### src/rtl/ppl_wb.sv
// Pixel write-back: texture fetch, framebuffer write FIFO and frame FSM; PPL_WB_STATS_EN adds per-frame pixel count.
// Latency: accepted pixel reaches the FIFO head 2 cycles later; fb write as soon as fb_ready allows.
// Backpressure: fb_ready stalls the FIFO; a pixel arriving on a full FIFO is dropped and sets sticky overflow.

module ppl_wb_fifo #(
    parameter int W     = 36,
    parameter int DEPTH = 16
) (
    input  logic         clk,
    input  logic         rst_n,
    input  logic         push,
    input  logic [W-1:0] push_dat,
    input  logic         pop,
    output logic [W-1:0] pop_dat,
    output logic         empty,
    output logic         full
);
    localparam int AW = $clog2(DEPTH);
    localparam logic [AW:0] FULL_CNT = (AW + 1)'(DEPTH);

    logic [W-1:0]  mem [DEPTH];
    logic [AW-1:0] wr_ptr;
    logic [AW-1:0] rd_ptr;
    logic [AW:0]   count;
    logic          wr_en;
    logic          rd_en;

    // A pop frees the slot in the same cycle, so push on full succeeds alongside it.
    assign wr_en   = push && (!full || pop);
    assign rd_en   = pop && !empty;
    assign empty   = (count == '0);
    assign full    = (count == FULL_CNT);
    assign pop_dat = mem[rd_ptr];

    always_ff @(posedge clk) begin
        if (wr_en) begin
            mem[wr_ptr] <= push_dat;
        end
    end

    always_ff @(posedge clk or negedge rst_n) begin
        if (!rst_n) begin
            wr_ptr <= '0;
            rd_ptr <= '0;
            count  <= '0;
        end else begin
            if (wr_en) wr_ptr <= wr_ptr + 1'b1;
            if (rd_en) rd_ptr <= rd_ptr + 1'b1;
            case ({wr_en, rd_en})
                2'b10:   count <= count + 1'b1;
                2'b01:   count <= count - 1'b1;
                default: count <= count;
            endcase
        end
    end
endmodule

module ppl_wb #(
    parameter int H_DISP     = 1280,
    parameter int V_DISP     = 720,
    parameter int FIFO_DEPTH = 16
) (
    input  logic        clk_ppl,
    input  logic        rst,
    input  logic        valid,
    input  logic        vs,
    input  logic [19:0] pixel_addr,
    input  logic [12:0] texture_addr,
    output logic [12:0] tex_addr,
    input  logic [15:0] tex_data,
    output logic        fb_valid,
    input  logic        fb_ready,
    output logic [19:0] fb_addr,
    output logic [15:0] fb_data,
    output logic        frame_done,
    output logic        overflow,
    output logic [19:0] pix_cnt
);
    localparam logic [1:0]  ST_IDLE   = 2'd0;
    localparam logic [1:0]  ST_RUN    = 2'd1;
    localparam logic [1:0]  ST_FLUSH  = 2'd2;
    localparam logic [20:0] PIX_LIMIT = 21'(H_DISP * V_DISP);

    logic [1:0]  state;
    logic [1:0]  rst_sync;
    logic        vs_q;
    logic        vs_rise;
    logic        capture;
    logic        s1_vld;
    logic [19:0] s1_addr;
    logic        s2_vld;
    logic [19:0] s2_addr;
    logic        pop;
    logic        fifo_empty;
    logic        fifo_full;
    logic [35:0] head;
    logic        pipe_empty;

    // Assertion is immediate; release only enables capture two edges later.
    always_ff @(posedge clk_ppl or negedge rst) begin
        if (!rst) rst_sync <= 2'b00;
        else      rst_sync <= {rst_sync[0], 1'b1};
    end

    assign vs_rise    = vs && !vs_q;
    assign capture    = valid && rst_sync[1] && (state != ST_IDLE);
    assign pipe_empty = !s1_vld && !s2_vld && fifo_empty;
    assign frame_done = (state == ST_FLUSH) && pipe_empty;
    assign pop        = fb_valid && fb_ready;

    always_ff @(posedge clk_ppl or negedge rst) begin
        if (!rst) begin
            state <= ST_IDLE;
            vs_q  <= 1'b0;
        end else begin
            vs_q <= vs;
            case (state)
                ST_IDLE:  if (vs_rise)    state <= ST_RUN;
                ST_RUN:   if (vs_rise)    state <= ST_FLUSH;
                ST_FLUSH: if (pipe_empty) state <= ST_RUN;
                default:                  state <= ST_IDLE;
            endcase
        end
    end

    // S1 presents the texel address; S2 lines up with the ROM's one-cycle return.
    always_ff @(posedge clk_ppl or negedge rst) begin
        if (!rst) begin
            tex_addr <= '0;
            s1_vld   <= 1'b0;
            s1_addr  <= '0;
            s2_vld   <= 1'b0;
            s2_addr  <= '0;
            overflow <= 1'b0;
        end else begin
            s1_vld <= capture;
            if (capture) begin
                tex_addr <= texture_addr;
                s1_addr  <= pixel_addr;
            end
            s2_vld  <= s1_vld && ({1'b0, s1_addr} < PIX_LIMIT);
            s2_addr <= s1_addr;
            if (s2_vld && fifo_full && !pop) overflow <= 1'b1;
        end
    end

    ppl_wb_fifo #(
        .W     (36),
        .DEPTH (FIFO_DEPTH)
    ) u_fifo (
        .clk      (clk_ppl),
        .rst_n    (rst),
        .push     (s2_vld),
        .push_dat ({s2_addr, tex_data}),
        .pop      (pop),
        .pop_dat  (head),
        .empty    (fifo_empty),
        .full     (fifo_full)
    );

    assign fb_valid = !fifo_empty;
    assign fb_addr  = fifo_empty ? 20'd0 : head[35:16];
    assign fb_data  = fifo_empty ? 16'd0 : head[15:0];

`ifdef PPL_WB_STATS_EN
    logic [19:0] frame_cnt;
    logic [19:0] pix_cnt_q;

    always_ff @(posedge clk_ppl or negedge rst) begin
        if (!rst) begin
            frame_cnt <= '0;
            pix_cnt_q <= '0;
        end else if (frame_done) begin
            pix_cnt_q <= frame_cnt;
            frame_cnt <= {19'd0, pop};
        end else if (pop && (frame_cnt != '1)) begin
            frame_cnt <= frame_cnt + 1'b1;
        end
    end

    assign pix_cnt = pix_cnt_q;
`else
    assign pix_cnt = '0;
`endif
endmodule

### config.mk
export PLATFORM = sky130hd
export DESIGN_NAME = ppl_wb
export DESIGN_NICKNAME = d
export VERILOG_FILES = /design/src/rtl/ppl_wb.sv
export SDC_FILE = /design/constraint.sdc
export NUM_CORES = 1
export LEC_CHECK = 0
export BUFFER_PORTS_ARGS = -buffer_cell sky130_fd_sc_hd__buf_4
export CAP_MARGIN = 10
export CORE_ASPECT_RATIO = 0.9
export CORE_MARGIN = 2
export CORE_UTILIZATION = 50
export CTS_BUF_LIST = sky130_fd_sc_hd__clkbuf_4
export CTS_CLUSTER_DIAMETER = 80
export DETAILED_ROUTE_END_ITERATION = 10
export GPL_ROUTABILITY_DRIVEN = 0
export GPL_TIMING_DRIVEN = 0
export PLACE_DENSITY = 0.67
export SYNTH_ARGS = -nofsm -noshare
export SYNTH_HDL_FRONTEND = slang
export SYNTH_SLANG_ARGS = --single-unit
### constraint.sdc
create_clock -name clk_ppl -period 6.52 [get_ports clk_ppl]
set_input_delay 1.304 -clock clk_ppl [delete_from_list [all_inputs] [get_ports clk_ppl]]
set_output_delay 1.304 -clock clk_ppl [all_outputs]
set_load 0.05 [all_outputs]
==> results by group, run 1 <==
Final layout
  – Filler cell count: 3538
  – Area Growth Syn to Fin: 18.4%
  – Post-route insts no fill: 2294
  – Share of cells above drive strength 1: 0.393
  – Area taken by multi-input logic gates: 0.00534 mm^2
  – Seq. cell area: 0.0191 mm^2
  – Post-layout util: 0.598
  – Fin nets: 1603

Hold path
  – Beginning of the worst hold path: rst_sync[0]
  – Hold crit path type: reg -> reg
  – Hold depth: 0

Synth
  – Avg Inst Size Synth: 20.4 um^2
  – Post-synth EDFFs: about 580
  – Top-area cell type share of the netlist area: 0.698
  – Mapped Cells: 1214
  – Post-synthesis register bit count: 650
  – Mux cell area share after synthesis: 0.148
  – Synth Area in Compound Gates: 0.0156
  – Yosys warnings: 0
  – Synth async-reset ratio: 0.114
  – Largest family of logic cells by synthesized area: multiplexers
  – Post-Synth Adder-Cell Area: 0.00404
  – Synth Cell Area: 0.0248 mm^2
  – Yosys top cell by area: edfxtp_1
  – Count of different cell masters after synthesis: 38
  – Seq/Total Area, Yosys: 0.773
  – Main area contributors after synthesis: edfxtp_1, mux4_2, dfrtp_1
  – Simple-gate area share of the yosys netlist: 0.0360
  – Count leader, synth: edfxtp_1
  – Synth top cells by count: edfxtp_1, nand2_1, mux4_2
  – Most used DFF post-synth: edfxtp_1
  – Post-Synth XOR/XNOR Area: 0.00424

Timing
  – Setup TNS: 0 ps
  – Setup ws final: roughly 1400 ps
  – Final period util: 0.784
  – Fin. max-slew vios: 0
  – Fin crit period: 5110 ps
  – Slew HR: 0.207
  – Worst-Margin Slew: approximately 1200 ps
  – RSZ-0062 raised after global routing: false
  – Setup-failing EPs final: 0
  – Skew final: 42.7 ps
  – Final Hold Viols: 0
  – Achievable clock frequency: 196 MHz

Setup path
  – CP startpoint: u_fifo.count[4]
  – Worst path top cell family by delay: compound AO/OA/AOI/OAI gates
  – Crit path largest cell delay: 1000 ps
  – Startpoint class of the critical path: flip-flop
  – Buf+Inv Stages, Crit Path: 3
  – Crit-path cells: clkinv_1 > a21oi_1 > clkbuf_1 > a22oi_1 > nand2_1 > buf_4
  – Worst Reg-to-Reg Cells: 8
  – Worst Setup End Kind: output pin
  – Arrival time at the worst endpoint: ~3800 ps
  – Slowest cell on crit path: a21oi_1
  – Required time worst endpoint: roughly 5200 ps
  – Critical path class: reg -> out
  – Crit path depth: 6
  – Max FO, Critical Path: 10
  – Worst r2r src: u_fifo.count[2]

Route
  – DRC violations left: 0
  – Post-detailed-routing wire length: between 50000 and 60000 um
  – DRT iter0 DRCs: 1172
  – Routed len/inst: 24.2 um
  – DR pass1 iterations: 5
  – Vias per cell: 5.66
  – DR vias: 13000
  – ANT nets after route: 0

Global route
  – Initial antenna violation count: 1
  – First-pass GRT wire length: 82500 um
  – Gr ovfl total: 0
  – Vias in the first global route: 13500
  – Global Route Usage Sum: 0.223
  – Largest net degree at the start of global routing: between 70 and 80

Placed design
  – Place WS: between 2000 and 2500 ps
  – Port-buffer cells: 105
  – DP Wirelength: 35200 um
  – Placed Cells: 2010

Clock tree
  – Post-CTS setup buffers: 0
  – Root buf cell: clkbuf_4
  – H-tree levels: 4
  – Cts hold-fix bufs: 0
  – Clk slew on worst S/H paths: 60 ps
  – CTS tree: yes
  – Post-cts resize count: 0
  – Sink Count: 650
  – Worst skew pair latency: between 800 and 900 ps
  – Cts bufs inserted: 161
  – Max Root-Sink Buffers: 3

Floorplan
  – Cell Rows: 77
  – Num ports: 126
  – Total Die Area: 0.0514 mm^2
  – Initial Utilization: 0.505
  – Die Wd: 239 um
  – Die H: 215 um
  – Core area: between 0.04 and 0.05 mm^2

Power
  – Pleak: 10.4 nW
  – Pwr Density: 458 mW/mm^2
  – Maximum VDD drop: 0.446 mV

Flow run
  – Max_cap viols: 0

Status
  – Run status: finished clean
-- cell families (layout without fill, tap and decap cells) --
kind of cell	Yosys count	after routing
flops	650	650
compound gates	54	54
other cells	2	22
fa+ha+maj	8	8
buf+inv	85	513
xor+xnor	12	12
mux	182	182
simple gates	221	221
-- power breakdown --
group	leakage, nW	internal [W]	total (W)	switching, W
combinational	3.04	0.00175	0.00459	0.00283
sequential	6.13	0.00511	0.00548	0.000375
clock	1.23	0.00179	0.00335	0.00156
total	10.4	0.00865	0.0134	0.00477
-- metrics by stage --
stage / hold WS [ps] / instance area [um^2] / total power [W]
after floorplan: 331 / 24900 / 0.00863
after detailed placement: 339 / 27300 / 0.0102
final: 350 / 29300 / 0.0134
after global routing: 355 / 29300 / 0.0141
after CTS: 352 / 29300 / 0.0136
after global placement: 334 / 26400 / 0.0101
-- layout make-up --
class,count,area share
Tap cell,632,0.0270
Sequential cell,650,0.653
Clock inverter,38,0.00793
Timing Repair Buffer,145,0.0513
Clock buffer,245,0.0627
Buffer,77,0.0150
Multi-Input combinational cell,498,0.182
Inverter,8,0.00102
Antenna cell,1,0.0000853
-- registers in the layout, indices dropped and copies added (netlist names) --
register,cells
u_fifo.mem,576
s1_addr,20
s2_addr,20
tex_addr,13
u_fifo.count,5
u_fifo.rd_ptr,4
u_fifo.wr_ptr,4
rst_sync,2
state,2
overflow,1
s1_vld,1
s2_vld,1
vs_q,1
-- path summary, 6_finish.rpt --
| check | to | slack, ps |
|---|---|---|
| worst max-delay path | fb_addr[5] | 1410 |
| worst min-delay path | rst_sync[1] | 350 |
| worst max register to register | u_fifo.mem[1][1] | 3160 |
| worst min register to register | rst_sync[1] | 350 |
| max in group asynchronous | s2_addr[8] | 5270 |
| min in group asynchronous | s1_vld | 630 |
-- routing by layer --
metal | global-route usage | part of all wire
met5 | 0 | 0
met4 | 0.0606 | 0.014
met2 | 0.338 | 0.47
met1 | 0.323 | 0.43
met3 | 0.0606 | 0.084
-- placed cells by master (no fill, tap or decap), drive strengths merged, types with 2 or more instances in the layout --
master / instances
bufinv: 2
o21ai: 3
edfxtp: 576
mux2: 38
nor2: 18
nor4: 2
ha: 8
clkinvlp: 6
dfrtp: 74
a21oi: 7
nand2b: 4
conb: 21
xnor2: 7
nand4: 3
xor2: 5
nor2b: 2
buf: 193
clkinv: 28
inv: 10
a22oi: 37
mux4: 144
clkbuf: 274
nand2: 182
nor3: 6
(Power assumes the default switching activity.)
==> run 2: changes to the inputs <==
- PLACE_DENSITY: 0.67 -> 0.7
- clock period: 6.52 -> 4.5 ns (I/O delays scaled with it)
==> results by group, run 2 (synthesis results as in run 1) <==
Final layout
  – Post-route insts no fill: approximately 2300
  – Filler cell count: 3512
  – Share of cells above drive strength 1: 0.391
  – Most frequent cells in the layout: edfxtp_1, clkbuf_4, nand2_1, mux4_2, buf_4
  – Biggest regs: u_fifo.mem: 576 flops, s1_addr: 20 flops, s2_addr: 20 flops
  – Area Growth Syn to Fin: 18.5%
  – Commonest non-fill, non-tap cell in the layout: edfxtp_1
  – Post-layout util: 0.599
  – Cell area after layout: 0.0294 mm^2
  – Max reg flops: 576
  – Fin nets: 1589
  – Largest Register: u_fifo.mem

Global route
  – Vias in the first global route: around 14000
  – Gr ovfl total: 0
  – First-pass GRT wire length: between 80000 and 90000 um
  – Initial antenna violation count: 3
  – M3 GR Usage: 0.0602
  – GR met2 Demand/Resource: 0.331
  – GRT busiest layer: met2
  – Largest net degree at the start of global routing: 75
  – Global Route Usage Sum: 0.220
  – GR Util met1: 0.317

Placed design
  – Port-buffer cells: approximately 110
  – DP Wirelength: 34500 um
  – Placed Cells: 1999
  – Placed Area: approximately 0.027 mm^2

Setup path
  – Required time worst endpoint: 3600 ps
  – CP startpoint: u_fifo.count[4]
  – Reg2Reg Setup Slack: 1130 ps
  – Startpoint class of the critical path: flip-flop
  – Crit-path cells: clkinv_1 > a21oi_4 > clkbuf_1 > a22oi_1 > nand2_1 > buf_4
  – Worst path top cell family by delay: buffers and inverters
  – Crit path depth: 6
  – Worst r2r src: u_fifo.count[1]
  – Critical path class: reg -> out
  – Worst Setup End Kind: output pin
  – Worst Reg-to-Reg Cells: 8
  – Max FO, Critical Path: 10
  – Buf+Inv Stages, Crit Path: 3
  – Arrival time at the worst endpoint: 3450 ps
  – Crit path to: fb_addr[5]
  – Slowest cell on crit path: clkbuf_1
  – Crit path largest cell delay: 600 ps
  – Worst R2R End: u_fifo.mem[2][33]

Flow run
  – Max_cap viols: 0

Power
  – Pwr Density: 660 mW/mm^2
  – Sw Ratio: 0.358
  – Comb pwr share: 0.345
  – Maximum VDD drop: 0.410 mV
  – Clock power frac: 0.246
  – Pleak: approximately 10 nW
  – Sw Pwr: 0.00694 W
  – Int Pwr: 0.0124 W
  – Flop pwr share: 0.410

Timing
  – Achievable clock frequency: 230 MHz
  – Slew HR: 0.286
  – WHS: 134 ps
  – Fin. max-slew vios: 0
  – Final period util: 0.966
  – Skew final: 62.9 ps
  – Worst-Margin Slew: 1070 ps
  – Final Hold Viols: 0
  – Setup-failing EPs final: 0
  – Fin crit period: 4350 ps

Hold path
  – Hold depth: 1
  – Hold crit path type: in -> reg

Floorplan
  – Cell Rows: 77
  – Die H: 215 um
  – Num ports: 126
  – Initial Utilization: 0.505
  – Core area: between 0.04 and 0.05 mm^2
  – Total Die Area: 0.0514 mm^2
  – Die Wd: 239 um

Route
  – DR pass1 iterations: 5
  – Vias per cell: 5.67
  – Post-detailed-routing wire length: around 55000 um
  – Routed len/inst: 24.2 um
  – DRT iter0 DRCs: 1220
  – DR vias: 12900
  – ANT nets after route: 0
  – DRC violations left: 0

Clock tree
  – Root buf cell: clkbuf_4
  – Max Root-Sink Buffers: 3
  – Clk slew on worst S/H paths: 60 ps
  – Cts hold-fix bufs: 0
  – Sink Count: 650
  – H-tree levels: 4
  – Cts bufs inserted: 157
  – Worst skew pair latency: 910 ps
  – CTS tree: yes

Status
  – Run status: finished clean
run 2: changes by cell type in the layout (fill, tap and decap cells not counted), sizes merged:
cell / change
clkinv: -1
inv: +2
clkbuf: -12
diode: +1
buf: -10
clkinvlp: -1
run 2: worst reg2reg max path: stages (launching register included):
cell and delay (ps):
dfrtp_1 310, buf_2 190, nor4_4 120, buf_4 180
a31oi_1 570, nand2_1 420, nor3_4 850, buf_16 230
buf_16 180
run 2: timing repair:
action | CTS | global route
endpoints found under the setup margin | 33 | 13
gates resized for setup | 9 | 9
setup buffers | 1 | 0
hold endpoints to repair | 0 | 0
pin swaps | 1 | 0
gates cloned | 0 | 0
run 2: metrics by stage:
step / setup slack, ps / TNS (ps) / total power, W
6_report: 154 / 0 / 0.0194
5_1_grt: -1.03 / -1.03 / 0.0203
4_1_cts: -1.63 / -1.63 / 0.0196
3_5_place_dp: 455 / 0 / 0.0148
3_3_place_gp: -1360 / -618620 / 0.0145
2_1_floorplan: 889 / 0 / 0.0125
run 2: cell type report:
class / instances / area, um^2 / share of cell area
diodes: 2 / 5.00 / 0.000170
plain buffers: 77 / 453 / 0.0154
clock buffers: 233 / 1750 / 0.0596
clock inverters: 38 / 249 / 0.00848
inverters: 8 / 30.0 / 0.00102
multi-input cells: 498 / 5390 / 0.183
flip-flops and latches: 650 / 19100 / 0.652
well taps: 632 / 791 / 0.0269
repair buffers: 135 / 1560 / 0.0530
run 2: how the worst min path moves through the flow:
stage	endpoint	slack, ps	startpoint
global placement	rst_sync[1]	330	rst_sync[0]
floorplan	rst_sync[1]	330	rst_sync[0]
finish	vs_q	130	vs
global route	vs_q	70	vs
detailed placement	rst_sync[1]	340	rst_sync[0]
CTS	vs_q	60	vs
run 2: power by group through the flow:
stage	combinational (W)	sequential [W]	clock (W)
after floorplan	0.00444	0.00807	0
after CTS	0.00677	0.00794	0.00487
final	0.00668	0.00795	0.00476
after global placement	0.00653	0.00801	0
after detailed placement	0.00672	0.00807	0
after global routing	0.00709	0.00802	0.00518
run 2: metal layers:
metal | share of wire | vias up | wire [um]
met3 | 0.085 | 78 | 4650
met5 | 0 | - | 0
li1 | - | 5543 | -
met1 | 0.43 | 6664 | 23500
met2 | 0.47 | 613 | 26000
met4 | 0.016 | 0 | 894
==> run 3: changes to the inputs <==
- clock period: 4.5 -> 3.6 ns (I/O delays scaled with it)
==> results by group, run 3 (synthesis results as in run 1) <==
Status
  – Run status: complete, but fails checks
  – Failing checks: negative setup slack

Route
  – Top routing layer in use: met4
  – M1 wire length: 23800 um
  – Met3 Wirelength: 4980 um
  – Vias per cell: ~5.7
  – Post-detailed-routing wire length: about 57000 um
  – DR pass1 iterations: 5
  – DRC violations left: 0
  – ANT nets after route: 0
  – Metal2 WL: 27200 um
  – DRT iter0 DRCs: approximately 1300
  – Routed len/inst: 24.5 um
  – DR vias: between 10000 and 15000

Setup path
  – Critical path class: reg -> out
  – Crit-path cells: buf_12 > buf_12 > mux4_2 > mux2_4 > a22oi_2 > nand2_2 > buf_6
  – CP most frequent cell: buf_12
  – Worst r2r src: u_fifo.count[1]
  – Required time worst endpoint: 2880 ps
  – Startpoint class of the critical path: flip-flop
  – Arrival time at the worst endpoint: 2960 ps
  – Crit path largest cell delay: 510 ps
  – Max FO, Critical Path: 8
  – Slowest cell on crit path: mux4_2
  – Buf+Inv Stages, Crit Path: 3
  – CP startpoint: u_fifo.rd_ptr[1]
  – Worst path top cell family by delay: multiplexers
  – Worst Setup End Kind: output pin

Global route
  – Initial antenna violation count: 2
  – Global Route Usage Sum: 0.228
  – Gr ovfl total: 0
  – Vias in the first global route: 14000
  – First-pass GRT wire length: 84900 um
  – Largest net degree at the start of global routing: between 70 and 80

Final layout
  – Area Growth Syn to Fin: 23.7%
  – Biggest regs: u_fifo.mem: 576 flops, s1_addr: 20 flops, s2_addr: 20 flops
  – Commonest non-fill, non-tap cell in the layout: edfxtp_1
  – Fin nets: 1645
  – Largest Register: u_fifo.mem
  – Filler cell count: 3345
  – Share of cells above drive strength 1: 0.428
  – Max reg flops: 576
  – Most frequent cells in the layout: edfxtp_1, clkbuf_4, nand2_1, mux4_2, buf_4

Timing
  – Final period util: 1.02
  – Fin crit period: 3680 ps
  – Setup-failing EPs final: 11
  – WHS: 100 ps
  – Achievable clock frequency: 272 MHz
  – Skew final: 72.9 ps
  – Final Hold Viols: 0
  – RSZ-0062 raised after global routing: true
  – Worst-Margin Slew: 1000 ps
  – Slew HR: 0.331
  – Fin. max-slew vios: 0
  – Setup ws final: -81.5 ps

Floorplan
  – Cell Rows: 77
  – Total Die Area: 0.0514 mm^2
  – Core area: 0.0490 mm^2
  – Die H: 215 um
  – Initial Utilization: 0.505
  – Num ports: 126
  – Die Wd: between 200 and 250 um

Flow run
  – Max_cap viols: 0

Placed design
  – Port-buffer cells: 105
  – Place WS: -265 ps
  – DP Wirelength: 34500 um

Hold path
  – Hold crit path type: in -> reg
  – Beginning of the worst hold path: texture_addr[4]

Clock tree
  – Cts bufs inserted: approximately 160
  – CTS tree: yes
  – Worst skew pair latency: 920 ps
  – H-tree levels: 4
  – Sink Count: 650
  – Root buf cell: clkbuf_4
  – Max Root-Sink Buffers: 3
  – Clk slew on worst S/H paths: 60 ps

Power
  – Pwr Density: about 840 mW/mm^2
  – Pleak: 10.9 nW
  – Maximum VDD drop: 0.704 mV
==> run 3: path summary, 6_finish.rpt <==
path                                endpoint  slack, ps  depth (start not counted)
min                              tex_addr[4]        100                          3
min in group asynchronous        rst_sync[0]        530                          2
min reg2reg                       s2_addr[7]        370                          0
max in group asynchronous   u_fifo.rd_ptr[1]       2330                          2
max                               fb_addr[3]        -80                          7
max reg2reg                u_fifo.mem[9][33]        260                          8
==> run 3: report_power, final <==
part / internal [W] / switching (W) / total [W]
Clock: 0.00311 / 0.00285 / 0.00597
Sequential: 0.00925 / 0.000696 / 0.00995
Combinational: 0.00429 / 0.00565 / 0.00995
Total: 0.0167 / 0.00920 / 0.0259
==> run 3: layout make-up <==
type | count | area [um^2] | share of cell area
Tap cell | 632 | 791 | 0.0258
Multi-Input combinational cell | 498 | 5700 | 0.186
Sequential cell | 650 | 19100 | 0.625
Antenna cell | 2 | 5.00 | 0.000163
Clock buffer | 233 | 1750 | 0.0571
Inverter | 8 | 31.3 | 0.00102
Buffer | 76 | 649 | 0.0212
Timing Repair Buffer | 192 | 2330 | 0.0762
Clock inverter | 38 | 249 | 0.00812
==> run 3: repair_timing <==
item	4_1_cts	5_1_grt
setup endpoints to repair	36	75
pin swaps	19	28
endpoints found under the hold margin	84	0
hold buffers	34	0
resized for setup	177	40
setup buffers	14	6
cloned	4	3
==> run 3: worst min-delay path, delay by kind of cell <==
family | cells | cell delay [ps]
AND/OR/NAND/NOR | 2 | 120
buffers and inverters | 1 | 80
==> run 3: routing by layer <==
metal	vias to the layer above	global-route usage
li1	5658	-
met1	6838	0.319
met2	653	0.352
met3	100	0.0614
met4	0	0.0758
met5	-	0
==> run 3: stage by stage <==
stage	power [W]	TNS (ps)	cell area (um^2)	instances	util
floorplan	0.0156	0	24900	1233	-
global placement	0.0182	-1037370	26400	1970	0.539
detailed placement	0.0185	-3510	27300	1999	0.557
CTS	0.0259	-4150	30500	2322	0.622
global route	0.0270	-4700	30700	2328	0.625
finish	0.0259	-313	30700	2329	0.625
